[src/rtl/vga_pkg.sv]
// Shared VGA timing types, default 640x480 timing, totals helpers and colour constants.
package vga_pkg;

  typedef struct packed {
    logic [10:0] h_active;
    logic [10:0] h_fp;
    logic [10:0] h_sync;
    logic [10:0] h_bp;
    logic [10:0] v_active;
    logic [10:0] v_fp;
    logic [10:0] v_sync;
    logic [10:0] v_bp;
  } vga_timing_t;

  localparam vga_timing_t VGA_640x480 = '{
    h_active: 11'd640, h_fp: 11'd16, h_sync: 11'd96, h_bp: 11'd48,
    v_active: 11'd480, v_fp: 11'd10, v_sync: 11'd2,  v_bp: 11'd33
  };

  typedef enum logic [1:0] {
    PAT_FB      = 2'd0,
    PAT_BARS    = 2'd1,
    PAT_BORDER  = 2'd2,
    PAT_CHECKER = 2'd3
  } pattern_e;

  localparam logic [11:0] WHITE = 12'hFFF;
  localparam logic [11:0] BLACK = 12'h000;

  function automatic int h_total(input vga_timing_t t);
    return int'(t.h_active) + int'(t.h_fp) + int'(t.h_sync) + int'(t.h_bp);
  endfunction

  function automatic int v_total(input vga_timing_t t);
    return int'(t.v_active) + int'(t.v_fp) + int'(t.v_sync) + int'(t.v_bp);
  endfunction

endpackage

[src/rtl/vga_delay_line.sv]
// Fixed-depth shift register with async reset to a per-bit reset value.
module vga_delay_line #(
  parameter int               WIDTH   = 3,
  parameter int               DEPTH   = 1,
  parameter logic [WIDTH-1:0] RST_VAL = '0
) (
  input  logic             i_clk,
  input  logic             i_rst,
  input  logic [WIDTH-1:0] i_d,
  output logic [WIDTH-1:0] o_q
);

  logic [WIDTH-1:0] r_sr [DEPTH];

  always_ff @(posedge i_clk or posedge i_rst) begin
    if (i_rst) begin
      for (int i = 0; i < DEPTH; i++) r_sr[i] <= RST_VAL;
    end else begin
      r_sr[0] <= i_d;
      for (int i = 1; i < DEPTH; i++) r_sr[i] <= r_sr[i-1];
    end
  end

  assign o_q = r_sr[DEPTH-1];

endmodule

[src/rtl/vga_scan_fb_reader.sv]
// VGA scan engine with incremental framebuffer addressing and RAM-latency-aligned sync/blank.
// Optional test-pattern generator enabled by defining VGA_TEST_PATTERN_EN.
module vga_scan_fb_reader
  import vga_pkg::*;
#(
  parameter int H_ACTIVE    = int'(VGA_640x480.h_active),
  parameter int H_FP        = int'(VGA_640x480.h_fp),
  parameter int H_SYNC      = int'(VGA_640x480.h_sync),
  parameter int H_BP        = int'(VGA_640x480.h_bp),
  parameter int V_ACTIVE    = int'(VGA_640x480.v_active),
  parameter int V_FP        = int'(VGA_640x480.v_fp),
  parameter int V_SYNC      = int'(VGA_640x480.v_sync),
  parameter int V_BP        = int'(VGA_640x480.v_bp),
  parameter bit HS_POL      = 1'b0,
  parameter bit VS_POL      = 1'b0,
  parameter int SCALE_SHIFT = 0,
  parameter int MEM_LATENCY = 1,
  parameter int ADDR_W      = 19,
  parameter int COLOR_W     = 12
) (
  input  logic               pixel_clk,
  input  logic               rst,
  output logic [ADDR_W-1:0]  fb_addr,
  input  logic [COLOR_W-1:0] fb_rdata,
  output logic [COLOR_W-1:0] rgb,
  output logic               hs,
  output logic               vs,
  output logic               blank,
  output logic [10:0]        draw_x,
  output logic [10:0]        draw_y,
  output logic               frame_start
`ifdef VGA_TEST_PATTERN_EN
  ,
  input  logic [1:0]         pattern_sel
`endif
);

  localparam vga_timing_t TIMING = '{
    h_active: 11'(H_ACTIVE), h_fp: 11'(H_FP), h_sync: 11'(H_SYNC), h_bp: 11'(H_BP),
    v_active: 11'(V_ACTIVE), v_fp: 11'(V_FP), v_sync: 11'(V_SYNC), v_bp: 11'(V_BP)
  };
  localparam logic [10:0] H_LAST     = 11'(h_total(TIMING) - 1);
  localparam logic [10:0] V_LAST     = 11'(v_total(TIMING) - 1);
  localparam logic [10:0] H_ACT      = 11'(H_ACTIVE);
  localparam logic [10:0] V_ACT      = 11'(V_ACTIVE);
  localparam logic [10:0] H_ACT_LAST = 11'(H_ACTIVE - 1);
  localparam logic [10:0] V_ACT_LAST = 11'(V_ACTIVE - 1);
  localparam logic [10:0] HS_ON      = 11'(H_ACTIVE + H_FP);
  localparam logic [10:0] HS_OFF     = 11'(H_ACTIVE + H_FP + H_SYNC);
  localparam logic [10:0] VS_ON      = 11'(V_ACTIVE + V_FP);
  localparam logic [10:0] VS_OFF     = 11'(V_ACTIVE + V_FP + V_SYNC);
  localparam int          SW         = (SCALE_SHIFT > 0) ? SCALE_SHIFT : 1;
  localparam logic [SW-1:0]     S_MAX  = SW'((1 << SCALE_SHIFT) - 1);
  localparam logic [ADDR_W-1:0] FB_W_A = ADDR_W'(H_ACTIVE >> SCALE_SHIFT);
  localparam logic [2:0]  SYNC_IDLE  = {~HS_POL, ~VS_POL, 1'b1};

  logic              r_run;
  logic [10:0]       r_h, r_v;
  logic [SW-1:0]     r_sx, r_sy;
  logic [ADDR_W-1:0] r_line_base, r_addr;
  logic [2:0]        r_sync_out;
  logic [COLOR_W-1:0] r_rgb;
  logic              w_h_wrap, w_v_wrap, w_active, w_hs_on, w_vs_on;
  logic [2:0]        w_sync_in, w_sync_d;
  logic [COLOR_W-1:0] w_color;

  assign w_h_wrap = (r_h == H_LAST);
  assign w_v_wrap = (r_v == V_LAST);
  assign w_active = (r_h < H_ACT) && (r_v < V_ACT);
  assign w_hs_on  = (r_h >= HS_ON) && (r_h < HS_OFF);
  assign w_vs_on  = (r_v >= VS_ON) && (r_v < VS_OFF);

  // r_run holds the counters at (0,0) for one cycle after reset so frame_start is seen
  always_ff @(posedge pixel_clk or posedge rst) begin
    if (rst) begin
      r_run <= 1'b0;
      r_h   <= '0;
      r_v   <= '0;
    end else if (!r_run) begin
      r_run <= 1'b1;
    end else begin
      r_h <= w_h_wrap ? '0 : r_h + 11'd1;
      if (w_h_wrap) r_v <= w_v_wrap ? '0 : r_v + 11'd1;
    end
  end

  always_ff @(posedge pixel_clk or posedge rst) begin
    if (rst) begin
      r_sx        <= '0;
      r_sy        <= '0;
      r_line_base <= '0;
      r_addr      <= '0;
    end else if (r_run) begin
      if (w_h_wrap && w_v_wrap) begin
        r_sx        <= '0;
        r_sy        <= '0;
        r_line_base <= '0;
        r_addr      <= '0;
      end else if (w_active) begin
        if (r_h == H_ACT_LAST) begin
          r_sx <= '0;
          if (r_v == V_ACT_LAST) begin
            r_sy        <= '0;
            r_line_base <= '0;
            r_addr      <= '0;
          end else if (r_sy != S_MAX) begin
            r_sy   <= r_sy + 1'b1;
            r_addr <= r_line_base;
          end else begin
            r_sy        <= '0;
            r_line_base <= r_line_base + FB_W_A;
            r_addr      <= r_line_base + FB_W_A;
          end
        end else begin
          r_sx <= (r_sx == S_MAX) ? '0 : r_sx + 1'b1;
          if (r_sx == S_MAX) r_addr <= r_addr + 1'b1;
        end
      end
    end
  end

  assign w_sync_in = r_run ? {(w_hs_on ? HS_POL : ~HS_POL), (w_vs_on ? VS_POL : ~VS_POL), ~w_active}
                           : SYNC_IDLE;

  // Depth MEM_LATENCY lines blank up with fb_rdata; the output register adds the final stage.
  vga_delay_line #(.WIDTH(3), .DEPTH(MEM_LATENCY), .RST_VAL(SYNC_IDLE)) u_sync_dly (
    .i_clk (pixel_clk),
    .i_rst (rst),
    .i_d   (w_sync_in),
    .o_q   (w_sync_d)
  );

`ifdef VGA_TEST_PATTERN_EN
  localparam logic [10:0] BAR_LAST = 11'(H_ACTIVE / 8 - 1);
  logic [10:0]        r_bar_px;
  logic [2:0]         r_bar;
  logic [COLOR_W-1:0] w_pat;
  logic [COLOR_W:0]   w_pat_d;

  always_ff @(posedge pixel_clk or posedge rst) begin
    if (rst) begin
      r_bar_px <= '0;
      r_bar    <= '0;
    end else if (!r_run || w_h_wrap) begin
      r_bar_px <= '0;
      r_bar    <= '0;
    end else if (r_bar_px == BAR_LAST) begin
      r_bar_px <= '0;
      r_bar    <= r_bar + 3'd1;
    end else begin
      r_bar_px <= r_bar_px + 11'd1;
    end
  end

  always_comb begin
    w_pat = COLOR_W'(BLACK);
    case (pattern_e'(pattern_sel))
      PAT_BARS:    w_pat = COLOR_W'({{4{r_bar[2]}}, {4{r_bar[1]}}, {4{r_bar[0]}}});
      PAT_BORDER:  if (r_h == '0 || r_h == H_ACT_LAST || r_v == '0 || r_v == V_ACT_LAST)
                     w_pat = COLOR_W'(WHITE);
      PAT_CHECKER: w_pat = (r_h[3] ^ r_v[3]) ? COLOR_W'(BLACK) : COLOR_W'(WHITE);
      default:     w_pat = COLOR_W'(BLACK);
    endcase
  end

  // The framebuffer-select flag travels with the pattern so a pattern_sel change stays aligned.
  vga_delay_line #(.WIDTH(COLOR_W + 1), .DEPTH(MEM_LATENCY), .RST_VAL('0)) u_pat_dly (
    .i_clk (pixel_clk),
    .i_rst (rst),
    .i_d   ({(pattern_sel == 2'd0), w_pat}),
    .o_q   (w_pat_d)
  );

  assign w_color = w_pat_d[COLOR_W] ? fb_rdata : w_pat_d[COLOR_W-1:0];
`else
  assign w_color = fb_rdata;
`endif

  always_ff @(posedge pixel_clk or posedge rst) begin
    if (rst) begin
      r_sync_out <= SYNC_IDLE;
      r_rgb      <= '0;
    end else begin
      r_sync_out <= w_sync_d;
      r_rgb      <= w_sync_d[0] ? '0 : w_color;
    end
  end

  assign fb_addr     = r_addr;
  assign draw_x      = r_h;
  assign draw_y      = r_v;
  assign frame_start = r_run && (r_h == '0) && (r_v == '0);
  assign {hs, vs, blank} = r_sync_out;
  assign rgb         = r_rgb;

endmodule

[config.mk]
export PLATFORM = sky130hd
export DESIGN_NAME = vga_scan_fb_reader
export DESIGN_NICKNAME = d
export VERILOG_FILES = /design/src/rtl/vga_pkg.sv /design/src/rtl/vga_delay_line.sv /design/src/rtl/vga_scan_fb_reader.sv
export SDC_FILE = /design/constraint.sdc
export NUM_CORES = 1
export LEC_CHECK = 0
export BUFFER_PORTS_ARGS = -buffer_cell sky130_fd_sc_hd__buf_2
export CAP_MARGIN = 20
export CORE_ASPECT_RATIO = 1.2
export CORE_MARGIN = 1
export CORE_UTILIZATION = 35
export DETAILED_ROUTE_END_ITERATION = 10
export PLACE_DENSITY_LB_ADDON = 0.1
export SLEW_MARGIN = 15
export SYNTH_ARGS = -nofsm -noshare
export SYNTH_HDL_FRONTEND = slang
export SYNTH_SLANG_ARGS = --single-unit
[constraint.sdc]
create_clock -name pixel_clk -period 2.3 [get_ports pixel_clk]
set_input_delay 0.115 -clock pixel_clk [delete_from_list [all_inputs] [get_ports pixel_clk]]
set_output_delay 0.115 -clock pixel_clk [all_outputs]
set_load 0.01 [all_outputs]
==> impl_metrics.json <==
{
  "post_drt_wl_per_cell_um": 16.2,
  "nFillCells": 1087,
  "fmax_mhz": 477,
  "criticalPathCategory": "flip-flop to flip-flop",
  "setup_viol": 0,
  "final_nets": 547,
  "grt_overflow": 0,
  "tns_ns": 0,
  "grt_usage": 0.206,
  "cp-end-kind": "flip-flop",
  "drive_gt1_frac": 0.256,
  "drc": 0,
  "grt_max_degree": 80,
  "yosys_register_bits": 79,
  "clk_latency_ns": 0.34,
  "crit_required_ns": 2.53,
  "cp.arrival_ns": 2.33,
  "synth_cells": 422,
  "ys_seq_area_frac": 0.494,
  "synth.distinct_cells": 53,
  "stdcell_count": 686,
  "setup_ws_ns": 0.203,
  "finalCritPeriodShare": 0.912,
  "p_per_area_nw_per_um2": 748,
  "rsz0062_at_grt": "false",
  "async_reset_ff_frac": 1.00,
  "avgViaCountPerCell": 5.17,
  "grt_pass1_wl_mm": 18.9,
  "synth.area.top_cells": "dfrtp_1 45%, o21ai_0 4.7%, nand2_1 4.7%, dfstp_2 3.9%, xnor2_1 3.3%",
  "synth_area_leader_cell": "dfrtp_1",
  "period_needed_ns": 2.10,
  "drt_iter0_drc": 135,
  "syn-num-nets": 442,
  "initial_core_util": 0.362,
  "drv_cap": 0,
  "synth_edf_count": 0,
  "status": "finished, final reports clean",
  "std_cell_rows": 42,
  "die_y_um": 119,
  "clockRootBuffer": "clkbuf_16",
  "slew_viol_final": 0,
  "io_buffers": 70,
  "hold_viol": 0,
  "syn2layout_area_growth_pct": 29.5,
  "core_region_area_um2": 11100,
  "yosysWarningCount": 0,
  "worst_pin_slew_ns": 0.510,
  "synth_flop_cell": "dfrtp_1",
  "dr.pass1.iters": 4,
  "synth_area_um2": 4020,
  "hp-class": "input port to flip-flop",
  "grt_pass1_vias": 3630,
  "post-place-ws_ns": 0.180,
  "clockBufferDepth": 2,
  "hpwlAfterDp_mm": 7.70,
  "peakVddDrop_mv": 0.337,
  "cellLeakagePower_nw": 2.42,
  "synth_area_per_cell_um2": 9.52,
  "drtAntennaViolNets": 0,
  "htree_levels": 3,
  "final_cell_area_um2": 5200,
  "cts.sinks": 79,
  "gp_congestion": 0.850,
  "io_pins": 71,
  "fin_skew_ns": 0.00891,
  "die_area_um2": 11900,
  "totalWireLength_mm": 11.1,
  "die_x_um": 99.8,
  "cts_buffers": 9,
  "antenna_found_initial": 0,
  "startpoint_type": "flip-flop",
  "post-synth-top-area-fraction": 0.455,
  "place_area_um2": 4730,
  "crit_path_max_fanout": 14,
  "path_clk_slew_ns": 0.06,
  "vias": 3548,
  "tritoncts": "built",
  "dp_cells": 659,
  "antenna_cells": 0,
  "relSlewSlack": 0.657
}
[critical path, stage by stage, from the launching register on]
cell and delay (ns):
dfrtp_1 0.38, or4b_4 0.57, nor4b_4 0.24, a21oi_1 0.15
buf_4 0.21, a32oi_1 0.20, a21bo_2 0.23
[report_power, final]
part,leakage [nW],internal [mW],total [mW],switching [mW]
Combinational,1.20,0.256,0.560,0.304
Clock,0.176,1.12,1.71,0.588
Sequential,1.05,1.49,1.62,0.129
[logic make-up (layout without fill, tap and decap cells)]
family                   Yosys count  count (layout)  synth area share
XOR/XNOR                          24              24            0.0523
AO/OA/AOI/OAI                     88              88             0.133
multiplexers                       2               2           0.00530
other                              1               1          0.000934
adder cells (fa/ha/maj)            6               6            0.0187
flip-flops                        79              79             0.494
AND/OR/NAND/NOR                  193             193             0.265
buffers and inverters             29             139            0.0305
[cell usage after synthesis, types with 2 or more instances]
library cell,n
a21bo_2,2
a21o_1,3
a21oi_1,20
a31oi_1,3
a32o_1,2
and2_1,8
and3_1,9
and4_1,4
buf_2,5
clkbuf_1,13
dfrtp_1,73
dfstp_2,6
ha_1,6
inv_1,10
nand2_1,50
nand3_1,20
nand4_1,13
nand4b_1,3
nor2_1,20
nor2b_1,13
nor3_1,20
nor4_1,13
nor4b_1,2
o211ai_1,2
o21ai_0,38
o22ai_1,3
o2bb2ai_1,4
o31ai_1,2
or3_1,6
or4_1,4
xnor2_1,15
xor2_1,9
[final timing paths]
kind	slack, ns	end	cells after the start	startpoint
hold / removal	0.007	rgb[3]$_DFF_PP0_	2	fb_rdata[3]
hold reg to reg	0.36	r_sync_out[2]$_DFF_PP1_	0	u_sync_dly.o_q[2]$_DFF_PP1_
setup / recovery	0.20	fb_addr[18]$_DFFE_PP0P_	6	draw_x[5]$_DFFE_PP0P_
min in group asynchronous	0.40	draw_x[9]$_DFFE_PP0P_	4	rst
setup reg to reg	0.20	fb_addr[18]$_DFFE_PP0P_	6	draw_x[5]$_DFFE_PP0P_
max in group asynchronous	1.55	r_sync_out[0]$_DFF_PP1_	4	rst
[registers in the layout, summed over array words and instances, names as in the netlist]
name and cells:
r_run 1, fb_addr 19, r_line_base 19, draw_y 11, draw_x 11, u_sync_dly.o_q 3, r_sync_out 3, rgb 12
[layout make-up]
| cell class | count | area, um2 | share of cell area |
|---|---|---|---|
| clock inverter | 5 | 104 | 0.0200 |
| inverter | 10 | 38.8 | 0.00746 |
| timing repair buffer | 113 | 711 | 0.137 |
| sequential | 79 | 1980 | 0.381 |
| multi-input combinational | 314 | 1920 | 0.369 |
| tap | 154 | 193 | 0.0370 |
| clock buffer | 11 | 253 | 0.0486 |
[routing by layer]
| layer | wire length, um | global-route usage | part of all wire |
|---|---|---|---|
| met1 | 4900 | 0.263 | 0.44 |
| met5 | 0 | 0 | 0 |
| met3 | 410 | 0.0434 | 0.037 |
| met4 | 237 | 0.0726 | 0.021 |
| met2 | 5580 | 0.341 | 0.50 |
[through the flow]
step / hold slack (ns) / utilization / power [mW]
final: 0.00741 / 0.469 / 3.89
after detailed placement: 0.250 / 0.426 / 2.20
after global routing: 0.0117 / 0.469 / 4.07
after global placement: 0.247 / 0.426 / 2.19
after CTS: 0.00436 / 0.468 / 3.94
after floorplan: 0.253 / - / 1.95
[cell usage in the layout, fill, tap and decap left out, drive strengths merged, types with 9 or more instances in the layout]
cell type / n
nor4: 15
nand2: 50
nor2b: 13
and3: 9
buf: 103
nand4: 13
nor3: 20
nand3: 20
nor2: 20
o21ai: 39
inv: 9
clkbuf: 11
a21oi: 20
dfrtp: 73
dlygate4sd3: 10
xor2: 9
xnor2: 15
[timing repair]
item / 4_1_cts / 5_1_grt
setup buffers: 0 / 1
resized for setup: 0 / 2
hold buffers: 10 / 0
hold endpoints to repair: 82 / 0
endpoints found under the setup margin: 0 / 8
(Power assumes the default switching activity.)
